$ cat config.mk
export PLATFORM = sky130hd
export DESIGN_NAME = ssd_scan_ctrl_flat
export DESIGN_NICKNAME = d
export VERILOG_FILES = /design/src/rtl/ssd_scan_ctrl_if.sv /design/src/rtl/ssd_scan_ctrl.sv /design/src/flat_wrapper.sv
export SDC_FILE = /design/constraint.sdc
export NUM_CORES = 1
export LEC_CHECK = 0
export ABC_AREA = 1
export ABC_CLOCK_PERIOD_IN_PS = 5500
export CAP_MARGIN = 5
export CORE_MARGIN = 1.5
export CORE_UTILIZATION = 45
export DETAILED_ROUTE_END_ITERATION = 8
export GPL_TIMING_DRIVEN = 1
export PLACE_DENSITY_LB_ADDON = 0.1
export SETUP_SLACK_MARGIN = 0.05
export SKIP_CTS_REPAIR_TIMING = 1
export SYNTH_ARGS = -nofsm -noshare
export SYNTH_HDL_FRONTEND = slang
export SYNTH_SLANG_ARGS = --single-unit
$ cat constraint.sdc
create_clock -name ssd_scan_ctrl_clk -period 5.5 [get_ports ssd_scan_ctrl_clk]
set_input_delay 0.825 -clock ssd_scan_ctrl_clk [delete_from_list [all_inputs] [get_ports ssd_scan_ctrl_clk]]
set_output_delay 0.825 -clock ssd_scan_ctrl_clk [all_outputs]
set_load 0.01 [all_outputs]
$ cat src/rtl/ssd_scan_ctrl_if.sv
// ----------------------------------------------------------------------------
// ssd_scan_ctrl_if
//   Bus between a display-data producer and the seven-segment scan scheduler.
//   master : producer side (drives enable, load strobe and display data;
//            observes the scan outputs).
//   slave  : scheduler side (ssd_scan_ctrl).
//   Signals:
//     ssd_scan_ctrl_en          1   scan enable
//     ssd_scan_ctrl_load        1   1-cycle strobe, capture data/dp/mask
//     ssd_scan_ctrl_data        32  8 nibbles, digit k = data[4k+3:4k]
//     ssd_scan_ctrl_dp          8   decimal-point request per digit
//     ssd_scan_ctrl_mask        8   digit enable per digit
//     ssd_scan_ctrl_nibble      4   nibble of the current digit
//     ssd_scan_ctrl_dp_out      1   dp request of the current digit
//     ssd_scan_ctrl_an          8   anodes, active-low
//     ssd_scan_ctrl_frame_done  1   pulse at end of digit 7 slot
//     ssd_scan_ctrl_pending     1   shadow holds data not yet applied
// ----------------------------------------------------------------------------
interface ssd_scan_ctrl_if;
   logic        ssd_scan_ctrl_en;
   logic        ssd_scan_ctrl_load;
   logic [31:0] ssd_scan_ctrl_data;
   logic [7:0]  ssd_scan_ctrl_dp;
   logic [7:0]  ssd_scan_ctrl_mask;
   logic [3:0]  ssd_scan_ctrl_nibble;
   logic        ssd_scan_ctrl_dp_out;
   logic [7:0]  ssd_scan_ctrl_an;
   logic        ssd_scan_ctrl_frame_done;
   logic        ssd_scan_ctrl_pending;

   modport master (
      output ssd_scan_ctrl_en, ssd_scan_ctrl_load, ssd_scan_ctrl_data,
             ssd_scan_ctrl_dp, ssd_scan_ctrl_mask,
      input  ssd_scan_ctrl_nibble, ssd_scan_ctrl_dp_out, ssd_scan_ctrl_an,
             ssd_scan_ctrl_frame_done, ssd_scan_ctrl_pending
   );

   modport slave (
      input  ssd_scan_ctrl_en, ssd_scan_ctrl_load, ssd_scan_ctrl_data,
             ssd_scan_ctrl_dp, ssd_scan_ctrl_mask,
      output ssd_scan_ctrl_nibble, ssd_scan_ctrl_dp_out, ssd_scan_ctrl_an,
             ssd_scan_ctrl_frame_done, ssd_scan_ctrl_pending
   );
endinterface

$ cat src/rtl/ssd_scan_ctrl.sv
// ----------------------------------------------------------------------------
// ssd_scan_ctrl
//   Time-multiplexing scheduler for an 8-digit seven-segment display. Cycles
//   the anodes one digit at a time, with an all-off blanking gap before every
//   digit to suppress ghosting. Display data is double-buffered: loads go to
//   a shadow copy which becomes active at the frame boundary (end of digit 7).
//   Ports:
//     ssd_scan_ctrl_clk  in   system clock
//     ssd_scan_ctrl_rst  in   asynchronous reset, active-high
//     bus                     ssd_scan_ctrl_if.slave (see interface header)
//   Parameters:
//     refresh_div   clocks each digit is driven per slot (>= 1)
//     blank_cycles  clocks all anodes are off before each digit slot (>= 1)
// ----------------------------------------------------------------------------
module ssd_scan_ctrl #(
   parameter int unsigned refresh_div  = 100000,
   parameter int unsigned blank_cycles = 1000
) (
   input  logic           ssd_scan_ctrl_clk,
   input  logic           ssd_scan_ctrl_rst,
   ssd_scan_ctrl_if.slave bus
);

   typedef enum logic [1:0] {
      IDLE  = 2'd0,
      BLANK = 2'd1,
      DRIVE = 2'd2
   } state_e;

   localparam logic [31:0] blank_last = 32'(blank_cycles - 1);
   localparam logic [31:0] drive_last = 32'(refresh_div - 1);

   state_e      state_q;
   logic [31:0] timer_q;
   logic [2:0]  idx_q;

   logic [31:0] act_data_q, shd_data_q;
   logic [7:0]  act_dp_q, shd_dp_q;
   logic [7:0]  act_mask_q, shd_mask_q;
   logic        pending_q;

   logic [3:0]  nibble_q;
   logic        dp_out_q;
   logic [7:0]  an_q;
   logic        frame_done_q;

   logic [31:0] act_data_d;
   logic [7:0]  act_dp_d;
   logic [7:0]  act_mask_d;
   logic        pending_d;
   logic        commit;
   logic        load_direct;
   logic [2:0]  idx_next;

   // Frame boundary: last clock of the digit 7 drive slot while still enabled.
   assign commit = bus.ssd_scan_ctrl_en && (state_q == DRIVE) &&
                   (idx_q == 3'd7) && (timer_q == drive_last);

   // A load goes straight to the active copy when nothing is being displayed
   // (IDLE) or when it coincides with the commit, so it is never lost.
   assign load_direct = bus.ssd_scan_ctrl_load && ((state_q == IDLE) || commit);

   // Digit index wraps 7 -> 0 naturally in 3 bits.
   assign idx_next = idx_q + 3'd1;

   // NOTE: every always_comb output gets a default first, so no path leaves a
   // value unassigned and no latch is inferred.
   always_comb begin
      act_data_d = act_data_q;
      act_dp_d   = act_dp_q;
      act_mask_d = act_mask_q;
      pending_d  = pending_q;

      if (load_direct) begin
         act_data_d = bus.ssd_scan_ctrl_data;
         act_dp_d   = bus.ssd_scan_ctrl_dp;
         act_mask_d = bus.ssd_scan_ctrl_mask;
      end else if (commit) begin
         act_data_d = shd_data_q;
         act_dp_d   = shd_dp_q;
         act_mask_d = shd_mask_q;
      end

      if (load_direct || commit) begin
         pending_d = 1'b0;
      end else if (bus.ssd_scan_ctrl_load) begin
         pending_d = 1'b1;
      end
   end

   // NOTE: all sequential state uses non-blocking assignments so every
   // register samples pre-edge values regardless of statement order.
   always_ff @(posedge ssd_scan_ctrl_clk or posedge ssd_scan_ctrl_rst) begin
      if (ssd_scan_ctrl_rst) begin
         state_q      <= IDLE;
         timer_q      <= '0;
         idx_q        <= '0;
         act_data_q   <= '0;
         act_dp_q     <= '0;
         act_mask_q   <= '0;
         shd_data_q   <= '0;
         shd_dp_q     <= '0;
         shd_mask_q   <= '0;
         pending_q    <= 1'b0;
         nibble_q     <= '0;
         dp_out_q     <= 1'b0;
         an_q         <= 8'hFF;
         frame_done_q <= 1'b0;
      end else begin
         act_data_q   <= act_data_d;
         act_dp_q     <= act_dp_d;
         act_mask_q   <= act_mask_d;
         pending_q    <= pending_d;
         frame_done_q <= 1'b0;

         if (bus.ssd_scan_ctrl_load) begin
            shd_data_q <= bus.ssd_scan_ctrl_data;
            shd_dp_q   <= bus.ssd_scan_ctrl_dp;
            shd_mask_q <= bus.ssd_scan_ctrl_mask;
         end

         if (!bus.ssd_scan_ctrl_en) begin
            state_q <= IDLE;
            idx_q   <= '0;
            timer_q <= '0;
            an_q    <= 8'hFF;
         end else begin
            unique case (state_q)
               IDLE: begin
                  state_q  <= BLANK;
                  timer_q  <= '0;
                  idx_q    <= '0;
                  an_q     <= 8'hFF;
                  nibble_q <= act_data_d[3:0];
                  dp_out_q <= act_dp_d[0];
               end

               BLANK: begin
                  if (timer_q == blank_last) begin
                     state_q <= DRIVE;
                     timer_q <= '0;
                     // A masked digit keeps its slot timing but stays dark.
                     an_q    <= act_mask_d[idx_q] ? ~(8'b1 << idx_q) : 8'hFF;
                  end else begin
                     timer_q <= timer_q + 32'd1;
                  end
               end

               DRIVE: begin
                  if (timer_q == drive_last) begin
                     state_q      <= BLANK;
                     timer_q      <= '0;
                     idx_q        <= idx_next;
                     an_q         <= 8'hFF;
                     // Uses the post-commit copy so digit 0 of a new frame
                     // already shows freshly committed data.
                     nibble_q     <= act_data_d[{idx_next, 2'b00} +: 4];
                     dp_out_q     <= act_dp_d[idx_next];
                     frame_done_q <= (idx_q == 3'd7);
                  end else begin
                     timer_q <= timer_q + 32'd1;
                  end
               end

               default: begin
                  state_q <= IDLE;
                  timer_q <= '0;
                  idx_q   <= '0;
                  an_q    <= 8'hFF;
               end
            endcase
         end
      end
   end

   assign bus.ssd_scan_ctrl_nibble     = nibble_q;
   assign bus.ssd_scan_ctrl_dp_out     = dp_out_q;
   assign bus.ssd_scan_ctrl_an         = an_q;
   assign bus.ssd_scan_ctrl_frame_done = frame_done_q;
   assign bus.ssd_scan_ctrl_pending    = pending_q;

endmodule

$ cat src/flat_wrapper.sv
// flat-port wrapper written by rule: the top's interface ports become plain ports
module ssd_scan_ctrl_flat 
#(
   parameter int unsigned refresh_div  = 100000,
   parameter int unsigned blank_cycles = 1000
)
  (ssd_scan_ctrl_clk, ssd_scan_ctrl_rst, bus_ssd_scan_ctrl_en, bus_ssd_scan_ctrl_load, bus_ssd_scan_ctrl_data, bus_ssd_scan_ctrl_dp, bus_ssd_scan_ctrl_mask, bus_ssd_scan_ctrl_nibble, bus_ssd_scan_ctrl_dp_out, bus_ssd_scan_ctrl_an, bus_ssd_scan_ctrl_frame_done, bus_ssd_scan_ctrl_pending);
  ssd_scan_ctrl_if bus_i ();
  input  logic ssd_scan_ctrl_clk;
  input  logic ssd_scan_ctrl_rst;
  input wire logic [$bits(bus_i.ssd_scan_ctrl_en)-1:0] bus_ssd_scan_ctrl_en;
  input wire logic [$bits(bus_i.ssd_scan_ctrl_load)-1:0] bus_ssd_scan_ctrl_load;
  input wire logic [$bits(bus_i.ssd_scan_ctrl_data)-1:0] bus_ssd_scan_ctrl_data;
  input wire logic [$bits(bus_i.ssd_scan_ctrl_dp)-1:0] bus_ssd_scan_ctrl_dp;
  input wire logic [$bits(bus_i.ssd_scan_ctrl_mask)-1:0] bus_ssd_scan_ctrl_mask;
  output wire logic [$bits(bus_i.ssd_scan_ctrl_nibble)-1:0] bus_ssd_scan_ctrl_nibble;
  output wire logic [$bits(bus_i.ssd_scan_ctrl_dp_out)-1:0] bus_ssd_scan_ctrl_dp_out;
  output wire logic [$bits(bus_i.ssd_scan_ctrl_an)-1:0] bus_ssd_scan_ctrl_an;
  output wire logic [$bits(bus_i.ssd_scan_ctrl_frame_done)-1:0] bus_ssd_scan_ctrl_frame_done;
  output wire logic [$bits(bus_i.ssd_scan_ctrl_pending)-1:0] bus_ssd_scan_ctrl_pending;
  assign bus_i.ssd_scan_ctrl_en = bus_ssd_scan_ctrl_en;
  assign bus_i.ssd_scan_ctrl_load = bus_ssd_scan_ctrl_load;
  assign bus_i.ssd_scan_ctrl_data = bus_ssd_scan_ctrl_data;
  assign bus_i.ssd_scan_ctrl_dp = bus_ssd_scan_ctrl_dp;
  assign bus_i.ssd_scan_ctrl_mask = bus_ssd_scan_ctrl_mask;
  assign bus_ssd_scan_ctrl_nibble = bus_i.ssd_scan_ctrl_nibble;
  assign bus_ssd_scan_ctrl_dp_out = bus_i.ssd_scan_ctrl_dp_out;
  assign bus_ssd_scan_ctrl_an = bus_i.ssd_scan_ctrl_an;
  assign bus_ssd_scan_ctrl_frame_done = bus_i.ssd_scan_ctrl_frame_done;
  assign bus_ssd_scan_ctrl_pending = bus_i.ssd_scan_ctrl_pending;
  ssd_scan_ctrl #(.refresh_div(refresh_div), .blank_cycles(blank_cycles)) u_core (.ssd_scan_ctrl_clk(ssd_scan_ctrl_clk), .ssd_scan_ctrl_rst(ssd_scan_ctrl_rst), .bus(bus_i));
endmodule
==> results.json <==
{
  "crit_path_max_fanout": 49,
  "layout_commonest_cell": "nand2_1",
  "rows": 47,
  "routed_wl_mm": 20.26,
  "seq_area_um2": 3714,
  "fin_crit_ns": 3.743,
  "power_density_nw_per_um2": 412.3,
  "critPathTopFamily": "simple AND/OR/NAND/NOR gates",
  "worstHoldPathType": "reg2reg",
  "syn_nets": 1114,
  "drtAntennaViolNets": 0,
  "overflow": 0,
  "drv_cap": 0,
  "layout_common_cells": "nand2_1, nand3_1, dfrtp_1",
  "placed_area_um2": 8548,
  "clock_path_buffers": 2,
  "syn_to_final_growth_pct": 18.59,
  "cts.htree.levels": 4,
  "core_um2": 16760,
  "fin_crit_sh": 0.6806,
  "drtIter0Drc": 556,
  "critPathSlowestCell": "nand2_4",
  "crit_buf_inv": 5,
  "crit_path_start": "u_core.idx_q[0]",
  "grtUsageTotal": 0.2399,
  "reg2reg_slack_ns": 1.76,
  "path_clk_slew_ns": 0.06,
  "hold_viol_final": 0,
  "syn_area_um2": 7779,
  "clock_skew_ns": 0.009775,
  "synth_top_area_cell": "dfrtp_1",
  "ys_warn_count": 0,
  "timing.rr.start": "u_core.idx_q[0]",
  "start_util": 0.4641,
  "viasPerCell": 5.108,
  "worstPathRequired_ns": 5.86,
  "grt_pass1_vias": 6640,
  "cts_tree": "built",
  "die-area_um2": 18080,
  "portBuffers": 66,
  "final.setup.tns_ns": 0,
  "vdd_ir_drop_max_uv": 271.3,
  "multi_input_area_um2": 3531,
  "avgSynthCellArea_um2": 7.401,
  "fillCellCount": 1678,
  "crit_type": "reg2reg",
  "drive_gt1_frac": 0.07214,
  "dr.pass1.iters": 5,
  "rsz0062_at_grt": "false",
  "drcViolationCount": 0,
  "whs_ns": 0.4730,
  "fmax_mhz": 267.1,
  "syn_inst": 1051,
  "root_buffer": "clkbuf_16",
  "cts.sinks": 148,
  "gp_congestion": 0.8178,
  "clk-insertion-delay-late_ns": 0.43,
  "max_slew_margin": 0.4339,
  "cp.arrival_ns": 4.10,
  "hpwlAfterDp_mm": 13.49,
  "grt_antenna_before_repair": 0,
  "yosys.cell_types.count": 36,
  "die_x_um": 134.5,
  "max_stage_delay_ns": 0.46,
  "min_from": "u_core.timer_q[0]",
  "vias": 6788,
  "boundaryPins": 67,
  "status": "finished, final reports clean",
  "netlist.area_leader.share": 0.4504,
  "leakagePower_nw": 4.486,
  "final_nets": 1159,
  "cp-start-kind": "flip-flop",
  "worst_slew_pin_slew_ns": 0.8471,
  "synth_seq_cells": 148,
  "design_area_um2": 9225,
  "post_drt_wl_per_cell_um": 15.25,
  "grt_pass1_wl_mm": 34.08,
  "setup_viol": 0,
  "grt_max_degree": 84,
  "die_h_um": 134.5,
  "crit_chain": "buf_4 > ha_1 > ha_1 > inv_1 > nor2_2 > buf_4 > nand3_2 > nand2_4 > nand2_4 > inv_2 > nand2_1 > nand3_1 > nand3_1 > nand2_1 > nand2_1 > o21bai_1 > inv_1",
  "cts_buffers": 17,
  "antenna_cells": 0,
  "drv_slew": 0,
  "crit_top_cell": "nand2_1",
  "worstSetupEndpointType": "flip-flop",
  "synth_area_leaders": "dfrtp_1, nand2_1, nand3_1, nor2_1, inv_1",
  "yosysSeqAreaShare": 0.4774
}
power breakdown:
group | total, mW | internal, mW | switching, mW
clock network | 1.33 | 0.856 | 0.470
registers | 1.41 | 1.32 | 0.0886
logic | 1.06 | 0.370 | 0.695
worst reg2reg max path, delay by kind of cell, from the launching register on:
kind,cells,cell delay (ns)
adders and majority gates,2,0.39
buffers and inverters,5,1.24
and+or+nand+nor,9,1.62
DFF,1,0.32
AOI/OAI and AO/OA,1,0.12
cell usage after synthesis, drive strengths merged:
library cell / count
a211oi: 1
a21oi: 14
and2: 1
buf: 25
clkbuf: 23
clkinv: 2
dfrtp: 140
dfstp: 8
ha: 11
inv: 80
nand2: 393
nand3: 176
nand3b: 1
nand4: 8
nor2: 88
nor3: 20
nor3b: 3
nor4: 3
o21a: 1
o21ai: 22
o21bai: 3
o22ai: 3
or2: 6
xnor2: 5
xor2: 14
cell families (layout without fill, tap and decap cells):
| logic type | count (synthesis) | after routing | share of synthesized area |
|---|---|---|---|
| xor+xnor | 19 | 19 | 0.02139 |
| buf+inv | 130 | 188 | 0.06868 |
| flops | 148 | 148 | 0.4774 |
| compound gates | 44 | 44 | 0.03040 |
| fa+ha+maj | 11 | 11 | 0.01769 |
| simple gates | 699 | 699 | 0.3844 |
area by class of cell:
| type | count | area share |
|---|---|---|
| multi-input combinational | 773 | 0.3827 |
| inverter | 82 | 0.03391 |
| sequential | 148 | 0.4025 |
| clock buffer | 21 | 0.05208 |
| timing repair buffer | 74 | 0.07758 |
| tap | 220 | 0.02984 |
| clock inverter | 11 | 0.02129 |
flip-flops by register name (all words and copies together) (netlist names):
name,cells
u_core.act_data_q,32
u_core.shd_data_q,32
u_core.timer_q,32
u_core.act_dp_q,8
u_core.act_mask_q,8
u_core.bus.ssd_scan_ctrl_an,8
u_core.shd_dp_q,8
u_core.shd_mask_q,8
u_core.bus.ssd_scan_ctrl_nibble,4
u_core.idx_q,3
u_core.state_q,2
u_core.bus.ssd_scan_ctrl_dp_out,1
u_core.bus.ssd_scan_ctrl_frame_done,1
u_core.bus.ssd_scan_ctrl_pending,1
path summary, 6_finish.rpt:
check	endpoint	cells after the start
max	u_core.bus.ssd_scan_ctrl_an[5]	17
max reg2reg	u_core.bus.ssd_scan_ctrl_an[5]	17
min	u_core.timer_q[0]	1
min in group asynchronous	u_core.act_data_q[16]	2
max in group asynchronous	u_core.act_dp_q[4]	3
min reg2reg	u_core.timer_q[0]	1
stage by stage:
| step | setup WS (ns) | instances | util | power [mW] |
|---|---|---|---|---|
| 5_1_grt | 1.442 | 1329 | 0.5504 | 4.051 |
| 3_3_place_gp | 1.457 | 1297 | 0.5100 | 2.483 |
| 2_1_floorplan | 0.7086 | 1051 | - | 2.192 |
| 4_1_cts | 1.785 | 1329 | 0.5504 | 3.818 |
| 6_report | 1.757 | 1329 | 0.5504 | 3.804 |
| 3_5_place_dp | 1.386 | 1297 | 0.5100 | 2.489 |
routing by layer:
layer,track usage,up-vias,share of wire
li1,-,3427,-
met4,0.07407,0,0.019
met1,0.3268,3179,0.46
met3,0.05068,26,0.039
met2,0.3855,156,0.48
met5,0,-,0
No activity file was read; power rests on OpenSTA's default activity.
